==> src/rtl/mem_ctrl_8x8.sv <==
// Request sequencer for the 8x8 BitCell array: one-hot row select, column data and a phased
// write strobe. Define WRITE_VERIFY_EN to read each written row back and flag mismatches.
module mem_ctrl_8x8 #(
    parameter int unsigned ADDR_W        = 3,
    parameter int unsigned DATA_W        = 8,
    parameter int unsigned WR_PULSE_CYC  = 1,  // 1..15
    parameter int unsigned RD_SETTLE_CYC = 1   // 1..15
) (
    input  logic                     i_clk,
    input  logic                     i_rst,
    input  logic                     i_req_valid,
    output logic                     o_req_ready,
    input  logic                     i_req_wr,
    input  logic [ADDR_W-1:0]        i_req_addr,
    input  logic [DATA_W-1:0]        i_req_wdata,
    output logic [(1<<ADDR_W)-1:0]   o_row_sel,
    output logic [DATA_W-1:0]        o_col_inp,
    output logic                     o_wr,
    input  logic [DATA_W-1:0]        i_col_outp,
    output logic                     o_rsp_valid,
    input  logic                     i_rsp_ready,
    output logic [DATA_W-1:0]        o_rsp_rdata,
    output logic                     o_rsp_err
);

    localparam int unsigned     ROWS    = 1 << ADDR_W;
    localparam logic [ROWS-1:0] ROW_ONE = {{(ROWS-1){1'b0}}, 1'b1};
    localparam logic [3:0]      WR_LOAD = 4'(WR_PULSE_CYC - 1);
    localparam logic [3:0]      RD_LOAD = 4'(RD_SETTLE_CYC - 1);

    typedef enum logic [2:0] {
        StIdle,
        StWSetup,
        StWPulse,
        StWHold,
`ifdef WRITE_VERIFY_EN
        StWVerify,
`endif
        StRSetup,
        StRSample,
        StRsp
    } state_e;

    state_e              state_q, state_d;
    logic [3:0]          cnt_q, cnt_d;
    logic [ADDR_W-1:0]   addr_q, addr_d;
    logic [DATA_W-1:0]   wdata_q, wdata_d;
    logic [ROWS-1:0]     row_sel_q, row_sel_d;
    logic [DATA_W-1:0]   col_inp_q, col_inp_d;
    logic                wr_q, wr_d;
    logic [DATA_W-1:0]   rdata_q, rdata_d;
    logic                accept;
    logic                row_active_d;
    logic                wdata_phase_d;

    always_comb begin
        state_d = state_q;
        cnt_d   = cnt_q;
        rdata_d = rdata_q;
        accept  = 1'b0;
        unique case (state_q)
            StIdle: begin
                if (i_req_valid) begin
                    accept  = 1'b1;
                    state_d = i_req_wr ? StWSetup : StRSetup;
                end
            end
            StWSetup: begin
                state_d = StWPulse;
                cnt_d   = WR_LOAD;
            end
            StWPulse: begin
                if (cnt_q == 4'd0) state_d = StWHold;
                else               cnt_d   = cnt_q - 4'd1;
            end
`ifdef WRITE_VERIFY_EN
            StWHold: begin
                state_d = StWVerify;
                cnt_d   = RD_LOAD;
            end
            StWVerify: begin
                if (cnt_q == 4'd0) begin
                    state_d = StRsp;
                    rdata_d = i_col_outp;
                end else begin
                    cnt_d = cnt_q - 4'd1;
                end
            end
`else
            StWHold: begin
                state_d = StRsp;
                rdata_d = '0;
            end
`endif
            StRSetup: begin
                state_d = StRSample;
                cnt_d   = RD_LOAD;
            end
            StRSample: begin
                if (cnt_q == 4'd0) begin
                    state_d = StRsp;
                    rdata_d = i_col_outp;
                end else begin
                    cnt_d = cnt_q - 4'd1;
                end
            end
            StRsp: begin
                if (i_rsp_ready) state_d = StIdle;
            end
            default: state_d = StIdle;
        endcase
    end

    // Array-facing pins are registered from the next state so the strobe never glitches.
    always_comb begin
        addr_d        = accept ? i_req_addr : addr_q;
        wdata_d       = accept ? i_req_wdata : wdata_q;
        wdata_phase_d = (state_d == StWSetup) || (state_d == StWPulse) || (state_d == StWHold);
`ifdef WRITE_VERIFY_EN
        wdata_phase_d = wdata_phase_d || (state_d == StWVerify);
`endif
        row_active_d  = wdata_phase_d || (state_d == StRSetup) || (state_d == StRSample);
        row_sel_d     = row_active_d ? (ROW_ONE << addr_d) : '0;
        col_inp_d     = wdata_phase_d ? wdata_d : '0;
        wr_d          = (state_d == StWPulse);
    end

    always_ff @(posedge i_clk) begin
        if (i_rst) begin
            state_q   <= StIdle;
            cnt_q     <= '0;
            addr_q    <= '0;
            wdata_q   <= '0;
            row_sel_q <= '0;
            col_inp_q <= '0;
            wr_q      <= 1'b0;
            rdata_q   <= '0;
        end else begin
            state_q   <= state_d;
            cnt_q     <= cnt_d;
            addr_q    <= addr_d;
            wdata_q   <= wdata_d;
            row_sel_q <= row_sel_d;
            col_inp_q <= col_inp_d;
            wr_q      <= wr_d;
            rdata_q   <= rdata_d;
        end
    end

`ifdef WRITE_VERIFY_EN
    logic err_q, err_d;

    always_comb begin
        err_d = err_q;
        if (state_q == StRSample && cnt_q == 4'd0) begin
            err_d = 1'b0;
        end else if (state_q == StWVerify && cnt_q == 4'd0) begin
            err_d = (i_col_outp != wdata_q);
        end
    end

    always_ff @(posedge i_clk) begin
        if (i_rst) err_q <= 1'b0;
        else       err_q <= err_d;
    end

    assign o_rsp_err = err_q;
`else
    assign o_rsp_err = 1'b0;
`endif

    assign o_req_ready = (state_q == StIdle);
    assign o_rsp_valid = (state_q == StRsp);
    assign o_row_sel   = row_sel_q;
    assign o_col_inp   = col_inp_q;
    assign o_wr        = wr_q;
    assign o_rsp_rdata = rdata_q;

endmodule

==> config.mk <==
export PLATFORM = sky130hd
export DESIGN_NAME = mem_ctrl_8x8
export DESIGN_NICKNAME = d
export VERILOG_FILES = /design/src/rtl/mem_ctrl_8x8.sv
export SDC_FILE = /design/constraint.sdc
export NUM_CORES = 1
export LEC_CHECK = 0
export BUFFER_PORTS_ARGS = -buffer_cell sky130_fd_sc_hd__buf_2
export CELL_PAD_IN_SITES_DETAIL_PLACEMENT = 0
export CELL_PAD_IN_SITES_GLOBAL_PLACEMENT = 1
export CORE_MARGIN = 2
export CORE_UTILIZATION = 34
export DETAILED_ROUTE_END_ITERATION = 8
export GPL_TIMING_DRIVEN = 0
export PLACE_DENSITY_LB_ADDON = 0.05
export RECOVER_POWER = 50
export SYNTH_ARGS = -nofsm -noshare
export SYNTH_HDL_FRONTEND = slang
export SYNTH_SLANG_ARGS = --single-unit
==> constraint.sdc <==
create_clock -name i_clk -period 1.6 [get_ports i_clk]
set_input_delay 0.16 -clock i_clk [delete_from_list [all_inputs] [get_ports i_clk]]
set_output_delay 0.16 -clock i_clk [all_outputs]
set_load 0.03 [all_outputs]
==> results of run 1 <==
[stage by stage]
stage | cell area (um2) | setup TNS (ns)
6_report | 2510 | -0.270
5_1_grt | 2510 | -1.20
4_1_cts | 2370 | 0
3_5_place_dp | 2110 | -7.19
3_3_place_gp | 2110 | -5.80
2_1_floorplan | 1770 | -0.00557
[where the power goes]
group	switching [mW]	total [mW]	internal, mW	leakage, nW
registers	0.0881	1.27	1.18	0.352
logic	0.710	1.28	0.571	0.656
clock network	0.347	0.852	0.505	0.0612
[registers in the layout, summed over array words and instances (netlist names)]
name         count
o_col_inp        8
o_wr             1
cnt_q            4
wdata_q          8
o_row_sel        8
o_rsp_rdata      8
state_q          3
addr_q           3
[path summary, 6_finish.rpt]
kind                                     start             end  slack [ns]  cells after the start
worst min register to register  o_rsp_rdata[2]  o_rsp_rdata[2]        0.46                      2
worst max-delay path                  cnt_q[1]            o_wr       -0.09                      6
worst min-delay path             i_col_outp[2]  o_rsp_rdata[2]        0.11                      3
worst max register to register        cnt_q[1]            o_wr       -0.09                      6
[area by class of cell]
class / count / area, um2
fillers: 508 / 2500
multi-input cells: 123 / 988
flip-flops and latches: 43 / 875
repair buffers: 62 / 357
well taps: 70 / 87.6
clock buffers: 6 / 82.6
plain buffers: 9 / 61.3
clock inverters: 2 / 35.0
inverters: 7 / 26.3
[cells by family after synthesis]
family	synth area share
muxes	0.101
buffers and inverters	0.0468
xor gates and xnor gates	0.00504
other	0.00216
DFF	0.496
and+or+nand+nor	0.235
adders and majority gates	0.00720
AOI/OAI and AO/OA	0.107
[cells in the mapped netlist, drive strengths merged]
cell type / instances / area share
o2111ai: 1 / 0.0050
clkbuf: 6 / 0.013
a22oi: 2 / 0.012
nor3: 8 / 0.023
nor3b: 5 / 0.022
and3: 1 / 0.0036
and2: 1 / 0.0036
or2: 1 / 0.0036
nor4b: 2 / 0.014
o211ai: 1 / 0.0043
dfxtp: 43 / 0.50
or3b: 1 / 0.0050
or4b: 1 / 0.0058
a31oi: 5 / 0.018
nor4: 5 / 0.032
nand2: 25 / 0.054
o2bb2ai: 2 / 0.010
xnor2: 1 / 0.0050
nor2b: 2 / 0.0072
nor2: 21 / 0.045
a21o: 2 / 0.0086
a221o: 1 / 0.0058
o21ai: 4 / 0.014
and3b: 1 / 0.0050
o21bai: 1 / 0.0043
inv: 7 / 0.015
nand2b: 3 / 0.011
mux2i: 16 / 0.092
mux2: 1 / 0.0086
o221ai: 1 / 0.0050
conb: 1 / 0.0022
a21oi: 4 / 0.012
a211oi: 1 / 0.0043
a221oi: 1 / 0.0050
buf: 5 / 0.019
ha: 1 / 0.0072
[repair_timing]
| item | in CTS | in global routing |
|---|---|---|
| pin swaps | 6 | 7 |
| setup endpoints to repair | 40 | 39 |
| setup buffers | 5 | 8 |
| gates cloned | 0 | 1 |
| gates resized for setup | 29 | 18 |
[metal layers]
layer | vias up | routed length (um) | part of all wire
li1 | 764 | - | -
met1 | 708 | 1770 | 0.40
met2 | 49 | 2290 | 0.52
met3 | 13 | 249 | 0.056
met4 | 0 | 123 | 0.028
met5 | - | 0 | 0
[critical path, stage by stage, from the launching register on]
cell and delay (ns):
sky130_fd_sc_hd__dfxtp_2 0.33, sky130_fd_sc_hd__inv_2 0.06, sky130_fd_sc_hd__ha_4 0.14, sky130_fd_sc_hd__or3b_4 0.42, sky130_fd_sc_hd__o21ai_1 0.25, sky130_fd_sc_hd__o221ai_2 0.16, sky130_fd_sc_hd__nor4_1 0.24
==> flow_summary.toml, run 1 <==
[run_status]
run_status = "finished, violations left"
failed_checks = "negative setup slack"

[synth]
synth.yosys.seq_area_share = 0.496
synth.cell_area_um2 = 1740
synth.net_count = 209
yosys_warnings = 0
post_syn_instances = 184
synth_area_per_cell_um2 = 9.44
synth.lib_cells_used.distinct = 43
synth.ff_latch_count = 43

[grt]
met3_global_route_usage = 0.0370
vias_in_the_first_global_route = 1490
grt_antenna_before_repair = 0
pin_count_of_the_biggest_net_entering_global_routing = 14
grt_overflow_total = 0
grtUsageTotal = 0.150
busiest_layer = "met2"
grt_first_pass_wirelength_um = 6570
globalRouteMet1Util = 0.175
met2_usage = 0.262

[route]
route.detailed.vias_per_inst = 4.76
drcViolationCount = 0
drtAntennaViolNets = 0
initialDrtViolationCount = 40
wl_per_cell_um = 13.8
routed_wl_um = 4440
detailedRoute.firstPassIterationCount = 4
via_count = 1534

[die]
die_width_um = 75.5
std_cell_rows = 26
io_pins = 52
dieHeight_um = 75.5
initial_core_util = 0.347
floorplan.die_area_um2 = 5700
design.core.area_um2 = 5010

[finish]
syn2layout_area_growth_pct = 44.7
finish.net_count = 276
postLayoutCoreUtil = 0.501
layout_commonest_cell = "sky130_fd_sc_hd__dfxtp_1"
layout_common_cells = "sky130_fd_sc_hd__dfxtp_1, sky130_fd_sc_hd__clkbuf_1, sky130_fd_sc_hd__buf_2, sky130_fd_sc_hd__nand2_1, sky130_fd_sc_hd__nor2_1"
drive_gt1_frac = 0.337
final_cells = 322
antenna_cells = 0

[power]
design_power_total_mw = 3.40
cellLeakagePower_nw = 1.07
worst_ir_drop_vdd_uv = 689
power.density_nw_per_um2 = 1350

[setup_path]
crit_path_max_fanout = 4
worst_setup_path_start_kind = "flop"
crit_arrival_ns = 1.88
timing_worst_setup_path_type = "flop to flop"
cp.required_ns = 1.79
end_kind = "flop"

[placement]
dp.cells = 303
io_buffers = 49
post-place-ws_ns = -0.335
routabilityCongestion = 0.853
dp_hpwl_um = 2850

[sta]
timing_hold_violations_final = 0
timing.fmax_ghz = 0.593
report.final.setup_viol = 13
timing.final.max_slew_violations = 0
clock_skew_ns = 0.00260
max_slew_margin = 0.536
layout_worst_path_cycle_share = 1.05
setup_ws_ns = -0.0875
period_minus_slack_ns = 1.69
least_margin_pin_slew_ns = 0.696
grt_setup_unrepaired = "true"
final.hold.worst_slack_ns = 0.107

[clock_network]
clock_tree_from_tritoncts = "built"
cts.sinks = 43
clk-insertion-delay-late_ns = 0.29
cts_made_buffers = 5
clkSlewWorstSetupHoldPaths_ns = 0.08
cts-root-to-sink-buffers = 2
hold_buffers = 0
htree_num_levels = 2
root_buffer = "sky130_fd_sc_hd__clkbuf_8"

[min_path]
hp-class = "primary input to flop"

[run]
max_cap_violations = 0
No activity file was read; power rests on OpenSTA's default activity.
==> inputs of run 2 (changes only) <==
Settings changed: CAP_MARGIN set to 15, SKIP_LAST_GASP set to 1.
Clock period 1.6 ns to 1.4 ns, I/O delays scaled along.
==> flow_summary.toml, run 2 (same netlist as run 1, synthesis figures left out) <==
[setup_path]
timing.rr.start = "state_q[0]"
cp-startpoint = "state_q[0]"
crit_arrival_ns = 1.87
crit_path_max_fanout = 6
timing_worst_setup_path_type = "flop to flop"
worst_setup_path_start_kind = "flop"
cp.required_ns = 1.61
end_kind = "flop"

[sta]
timing.setup.tns_ns = -7.98
period_minus_slack_ns = 1.67
timing_hold_violations_final = 0
timing.fmax_ghz = 0.601
least_margin_pin_slew_ns = 0.748
clock_skew_ns = 0.0113
setup_ws_ns = -0.265
report.final.setup_viol = 43
layout_worst_path_cycle_share = 1.19
grt_setup_unrepaired = "true"
timing.final.max_slew_violations = 0
max_slew_margin = 0.501

[route]
wl_per_cell_um = 13.8
met1Wirelength_um = 1770
length_of_routed_met2_wiring_um = 2500
highest_routing_layer_actually_used = "met4"
routed_wl_um = 4600
via_count = 1612
detailedRoute.firstPassIterationCount = 4
met3WireLength_um = 263
drtAntennaViolNets = 0
drcViolationCount = 0
route.detailed.vias_per_inst = 4.84
initialDrtViolationCount = 60

[placement]
placed_area_um2 = 2130
routabilityCongestion = 0.793
io_buffers = 49
dp_hpwl_um = 2910

[grt]
grt_first_pass_wirelength_um = 6870
grt_antenna_before_repair = 0
grtUsageTotal = 0.157
pin_count_of_the_biggest_net_entering_global_routing = 14
grt_overflow_total = 0
vias_in_the_first_global_route = 1551

[die]
std_cell_rows = 26
design.core.area_um2 = 5010
dieHeight_um = 75.5
die_width_um = 75.5
initial_core_util = 0.347
floorplan.die_area_um2 = 5700
io_pins = 52

[finish]
drive_gt1_frac = 0.498
layout_common_cells = "sky130_fd_sc_hd__dfxtp_1, sky130_fd_sc_hd__buf_2, sky130_fd_sc_hd__nand2_1"
multiInputGateArea_um2 = 1140
finish.net_count = 287
antenna_cells = 0
final_design_area_excluding_fillers_um2 = 2800
syn2layout_area_growth_pct = 61.0
layout_commonest_cell = "sky130_fd_sc_hd__dfxtp_1"
fillCellCount = 464
area.sequential_um2 = 875
postLayoutCoreUtil = 0.558

[power]
power.density_nw_per_um2 = 1500
cellLeakagePower_nw = 1.20
worst_ir_drop_vdd_uv = 697

[clock_network]
cts-root-to-sink-buffers = 2
clk-insertion-delay-late_ns = 0.30
htree_num_levels = 2
clock_tree_from_tritoncts = "built"
root_buffer = "sky130_fd_sc_hd__clkbuf_8"
cts.sinks = 43
clkSlewWorstSetupHoldPaths_ns = 0.08
cts_made_buffers = 5

[run]
max_cap_violations = 0

[run_status]
run_status = "finished, violations left"
failed_checks = "negative setup slack"

[min_path]
hp-class = "primary input to flop"
timing.hold.worst.start = "i_col_outp[2]"
==> run 2: changes by cell type in the layout (fill, tap and decap cells not counted), moves of 4 or more <==
cell                       delta
sky130_fd_sc_hd__buf_2       +12
sky130_fd_sc_hd__clkbuf_1    -12
sky130_fd_sc_hd__mux2i_4      +7
sky130_fd_sc_hd__buf_4        +6
sky130_fd_sc_hd__buf_6        +6
sky130_fd_sc_hd__mux2i_1      -6
sky130_fd_sc_hd__nand2_1      -4
sky130_fd_sc_hd__nor3_1       -4
sky130_fd_sc_hd__nor3_2       +4
==> run 2: critical path, cell delays in order, from the launching register on <==
cell and delay [ns]:
sky130_fd_sc_hd__dfxtp_4 0.38, sky130_fd_sc_hd__or4b_4 0.57, sky130_fd_sc_hd__buf_4 0.17, sky130_fd_sc_hd__nor3_2 0.12
sky130_fd_sc_hd__a31oi_1 0.10, sky130_fd_sc_hd__nor4_2 0.25
==> run 2: metal layers <==
layer,up-vias,GRT usage
met5,-,0
met1,770,0.178
met2,43,0.281
met4,0,0.0429
li1,792,-
met3,7,0.0516
==> run 2: final timing paths <==
| kind | to | slack (ns) | cells past startpoint |
|---|---|---|---|
| setup / recovery | o_row_sel[3] | -0.27 | 5 |
| hold / removal | o_rsp_rdata[2] | 0.09 | 3 |
| setup reg to reg | o_row_sel[3] | -0.27 | 5 |
| hold reg to reg | o_rsp_rdata[5] | 0.47 | 2 |
==> run 2: final cells by class <==
| class | count | area share |
|---|---|---|
| buffer | 8 | 0.0300 |
| clock buffer | 6 | 0.0295 |
| multi-input combinational | 123 | 0.407 |
| inverter | 7 | 0.00940 |
| timing repair buffer | 74 | 0.167 |
| clock inverter | 2 | 0.0125 |
| sequential | 43 | 0.313 |
| tap | 70 | 0.0313 |
==> run 2: repair_timing <==
action	CTS	global route
buffers inserted	15	9
hold buffers	0	0
endpoints found under the hold margin	0	0
gates resized for setup	25	59
gates cloned	0	1
setup endpoints to repair	43	43
pin swaps	8	18
==> run 2: power by group <==
| part | switching, mW | internal [mW] |
|---|---|---|
| logic | 0.927 | 0.849 |
| registers | 0.0956 | 1.35 |
| clock network | 0.406 | 0.577 |
==> run 2: metrics by stage <==
step	instances	hold slack, ns	total power, mW	setup WS [ns]
after floorplan	184	0.276	2.23	-0.206
after global placement	303	0.384	2.45	-0.457
after detailed placement	303	0.395	2.47	-0.539
after CTS	324	0.0811	3.70	-0.260
after global routing	333	0.0913	4.40	-0.328
final	333	0.0933	4.21	-0.265
==> inputs of run 3 (changes only) <==
Settings changed: ABC_AREA set to 1, CORE_UTILIZATION 34 to 33.
==> flow_summary.toml, run 3 <==
[sta]
period_minus_slack_ns = 1.43
timing.fmax_ghz = 0.699
layout_worst_path_cycle_share = 1.02
grt_setup_unrepaired = "true"
timing_hold_violations_final = 0
timing.final.max_slew_violations = 0
clock_skew_ns = 0.00406
setup_ws_ns = -0.0308
report.final.setup_viol = 8

[power]
comb_power_share = 0.482
cellInternalPower_mw = 2.66
p_clk_frac = 0.166
cellLeakagePower_nw = 1.07
swShare = 0.424
seq_power_share = 0.352
net_switching_mw = 1.96
worst_ir_drop_vdd_uv = 697
power.density_nw_per_um2 = 2020

[setup_path]
r2r_cells = 7
setup_slack_reg_to_reg_ns = -0.03
cp-startpoint = "state_q[2]"
end_of_the_worst_register_to_register_path = "o_col_inp[6]"
critPathCapture = "o_col_inp[6]"
cp.required_ns = 1.58
crit_path_max_fanout = 8
end_kind = "flop"
timing.rr.start = "state_q[2]"
worst_setup_path_start_kind = "flop"
crit_arrival_ns = 1.61
timing_worst_setup_path_type = "flop to flop"

[synth]
post_synth_edffs = 0
synthArstFlopShare = 0
yosys-top-cells-area = "sky130_fd_sc_hd__dfxtp_1, sky130_fd_sc_hd__nor2_1, sky130_fd_sc_hd__nand2_1"
synth.net_count = 229
synth_area_per_cell_um2 = 8.37
synth.yosys.seq_area_share = 0.504
yosys_top_cell_area_share = 0.504
synth.lib_cells_used.distinct = 26
yosys_warnings = 0
post_syn_instances = 204
synth.most_common_cell = "sky130_fd_sc_hd__nor2_1"
synth.cell_area_um2 = 1710
synth_top_area_cell = "sky130_fd_sc_hd__dfxtp_1"
synth.ff_latch_count = 43
yosys_most_used_dff = "sky130_fd_sc_hd__dfxtp_1"
post_synth_most_frequent_cells = "sky130_fd_sc_hd__nor2_1, sky130_fd_sc_hd__dfxtp_1, sky130_fd_sc_hd__nand2_1, sky130_fd_sc_hd__inv_1, sky130_fd_sc_hd__a21oi_1"

[clock_network]
root_buffer = "sky130_fd_sc_hd__clkbuf_8"
clock_tree_from_tritoncts = "built"
cts_made_buffers = 5
hold_buffers = 0
cts-root-to-sink-buffers = 2
clk-insertion-delay-late_ns = 0.29
cts.sinks = 43
htree_num_levels = 2
clkSlewWorstSetupHoldPaths_ns = 0.08

[route]
detailedRoute.firstPassIterationCount = 4
route.detailed.vias_per_inst = 4.24
wl_per_cell_um = 10.2
routed_wl_um = 3450
initialDrtViolationCount = 28
drtAntennaViolNets = 0
drcViolationCount = 0
via_count = 1443

[die]
initial_core_util = 0.339
std_cell_rows = 26
die_width_um = 75.9
floorplan.die_area_um2 = 5770
dieHeight_um = 75.9
io_pins = 52
design.core.area_um2 = 5040

[placement]
io_buffers = 50
dp.cells = 324
dp_hpwl_um = 2480
post-place-ws_ns = -0.193
routabilityCongestion = 0.738

[grt]
grtUsageTotal = 0.123
grt_antenna_before_repair = 0
grt_first_pass_wirelength_um = 5780
grt_overflow_total = 0
vias_in_the_first_global_route = 1355
pin_count_of_the_biggest_net_entering_global_routing = 14

[run_status]
run_status = "finished, violations left"
failed_checks = "negative setup slack"

[finish]
finish.net_count = 294
syn2layout_area_growth_pct = 33.8
antenna_cells = 0
layout_common_cells = "sky130_fd_sc_hd__nor2_1, sky130_fd_sc_hd__dfxtp_1, sky130_fd_sc_hd__buf_2"
drive_gt1_frac = 0.352
final_cells = 340
layout_commonest_cell = "sky130_fd_sc_hd__nor2_1"

[run]
max_cap_violations = 0

[min_path]
hp-class = "primary input to flop"
run 3: cell types whose count changed after synthesis, sizes merged, moves of 8 or more:
cell / before / now
mux2i: 16 / 8
o21ai: 4 / 15
a21oi: 4 / 12
nor2: 21 / 50
nand3: 0 / 11
inv: 7 / 25
run 3: through the flow:
step	setup TNS (ns)	util	power, mW	area [um2]	hold WS [ns]
floorplan	0	-	3.12	1710	0.212
global placement	-4.06	0.406	3.55	2050	0.347
detailed placement	-3.71	0.406	3.54	2050	0.353
CTS	-0.548	0.440	4.55	2220	0.0363
global route	-1.81	0.453	4.98	2290	0.0365
finish	-0.158	0.453	4.62	2290	0.0369
run 3: kinds of logic after synthesis:
logic type	synth area share
AOI/OAI and AO/OA	0.105
adders and majority gates	0.00732
buffers and inverters	0.0835
DFF	0.504
muxes	0.0469
other	0.00220
and+or+nand+nor	0.251
run 3: worst min-delay path by stage:
stage | start | slack [ns] | endpoint | cells after the start
floorplan | i_rst | 0.21 | wdata_q[0] | 1
global placement | i_rst | 0.35 | wdata_q[0] | 2
detailed placement | i_rst | 0.35 | wdata_q[0] | 2
CTS | i_rst | 0.04 | wdata_q[0] | 2
global route | i_rst | 0.04 | wdata_q[0] | 2
finish | i_rst | 0.04 | wdata_q[0] | 2
run 3: power groups by stage:
stage | combinational, mW | sequential (mW) | clock, mW
floorplan | 1.24 | 1.88 | 0
global placement | 1.92 | 1.63 | 0
detailed placement | 1.91 | 1.63 | 0
CTS | 2.14 | 1.62 | 0.792
global route | 2.46 | 1.66 | 0.855
finish | 2.22 | 1.63 | 0.765
run 3: metal layers:
| layer | part of all wire | global-route usage |
|---|---|---|
| met5 | 0 | 0 |
| met4 | 0.017 | 0.0491 |
| met3 | 0.053 | 0.0393 |
| met2 | 0.45 | 0.196 |
| met1 | 0.48 | 0.156 |
run 3: area by class of cell:
| class | instances | area [um2] |
|---|---|---|
| Clock buffer | 6 | 72.6 |
| Buffer | 6 | 52.6 |
| Inverter | 25 | 96.3 |
| Tap cell | 70 | 87.6 |
| Timing Repair Buffer | 58 | 287 |
| Multi-Input combinational cell | 130 | 810 |
| Clock inverter | 2 | 12.5 |
| Sequential cell | 43 | 868 |
| Fill cell | 530 | 2760 |
run 3: worst max-delay path, cell delays in order (launching register included):
cell                      delay, ns
sky130_fd_sc_hd__dfxtp_1       0.31
sky130_fd_sc_hd__buf_6         0.13
sky130_fd_sc_hd__o21ai_0       0.29
sky130_fd_sc_hd__nand3_4       0.13
sky130_fd_sc_hd__nand2_2       0.08
sky130_fd_sc_hd__inv_2         0.04
sky130_fd_sc_hd__o21ai_4       0.25
sky130_fd_sc_hd__nor2_1        0.08
run 3: what timing repair did:
action | 4_1_cts | 5_1_grt
setup buffers | 5 | 3
resized for setup | 15 | 29
endpoints found under the setup margin | 24 | 27
pin swaps | 16 | 15
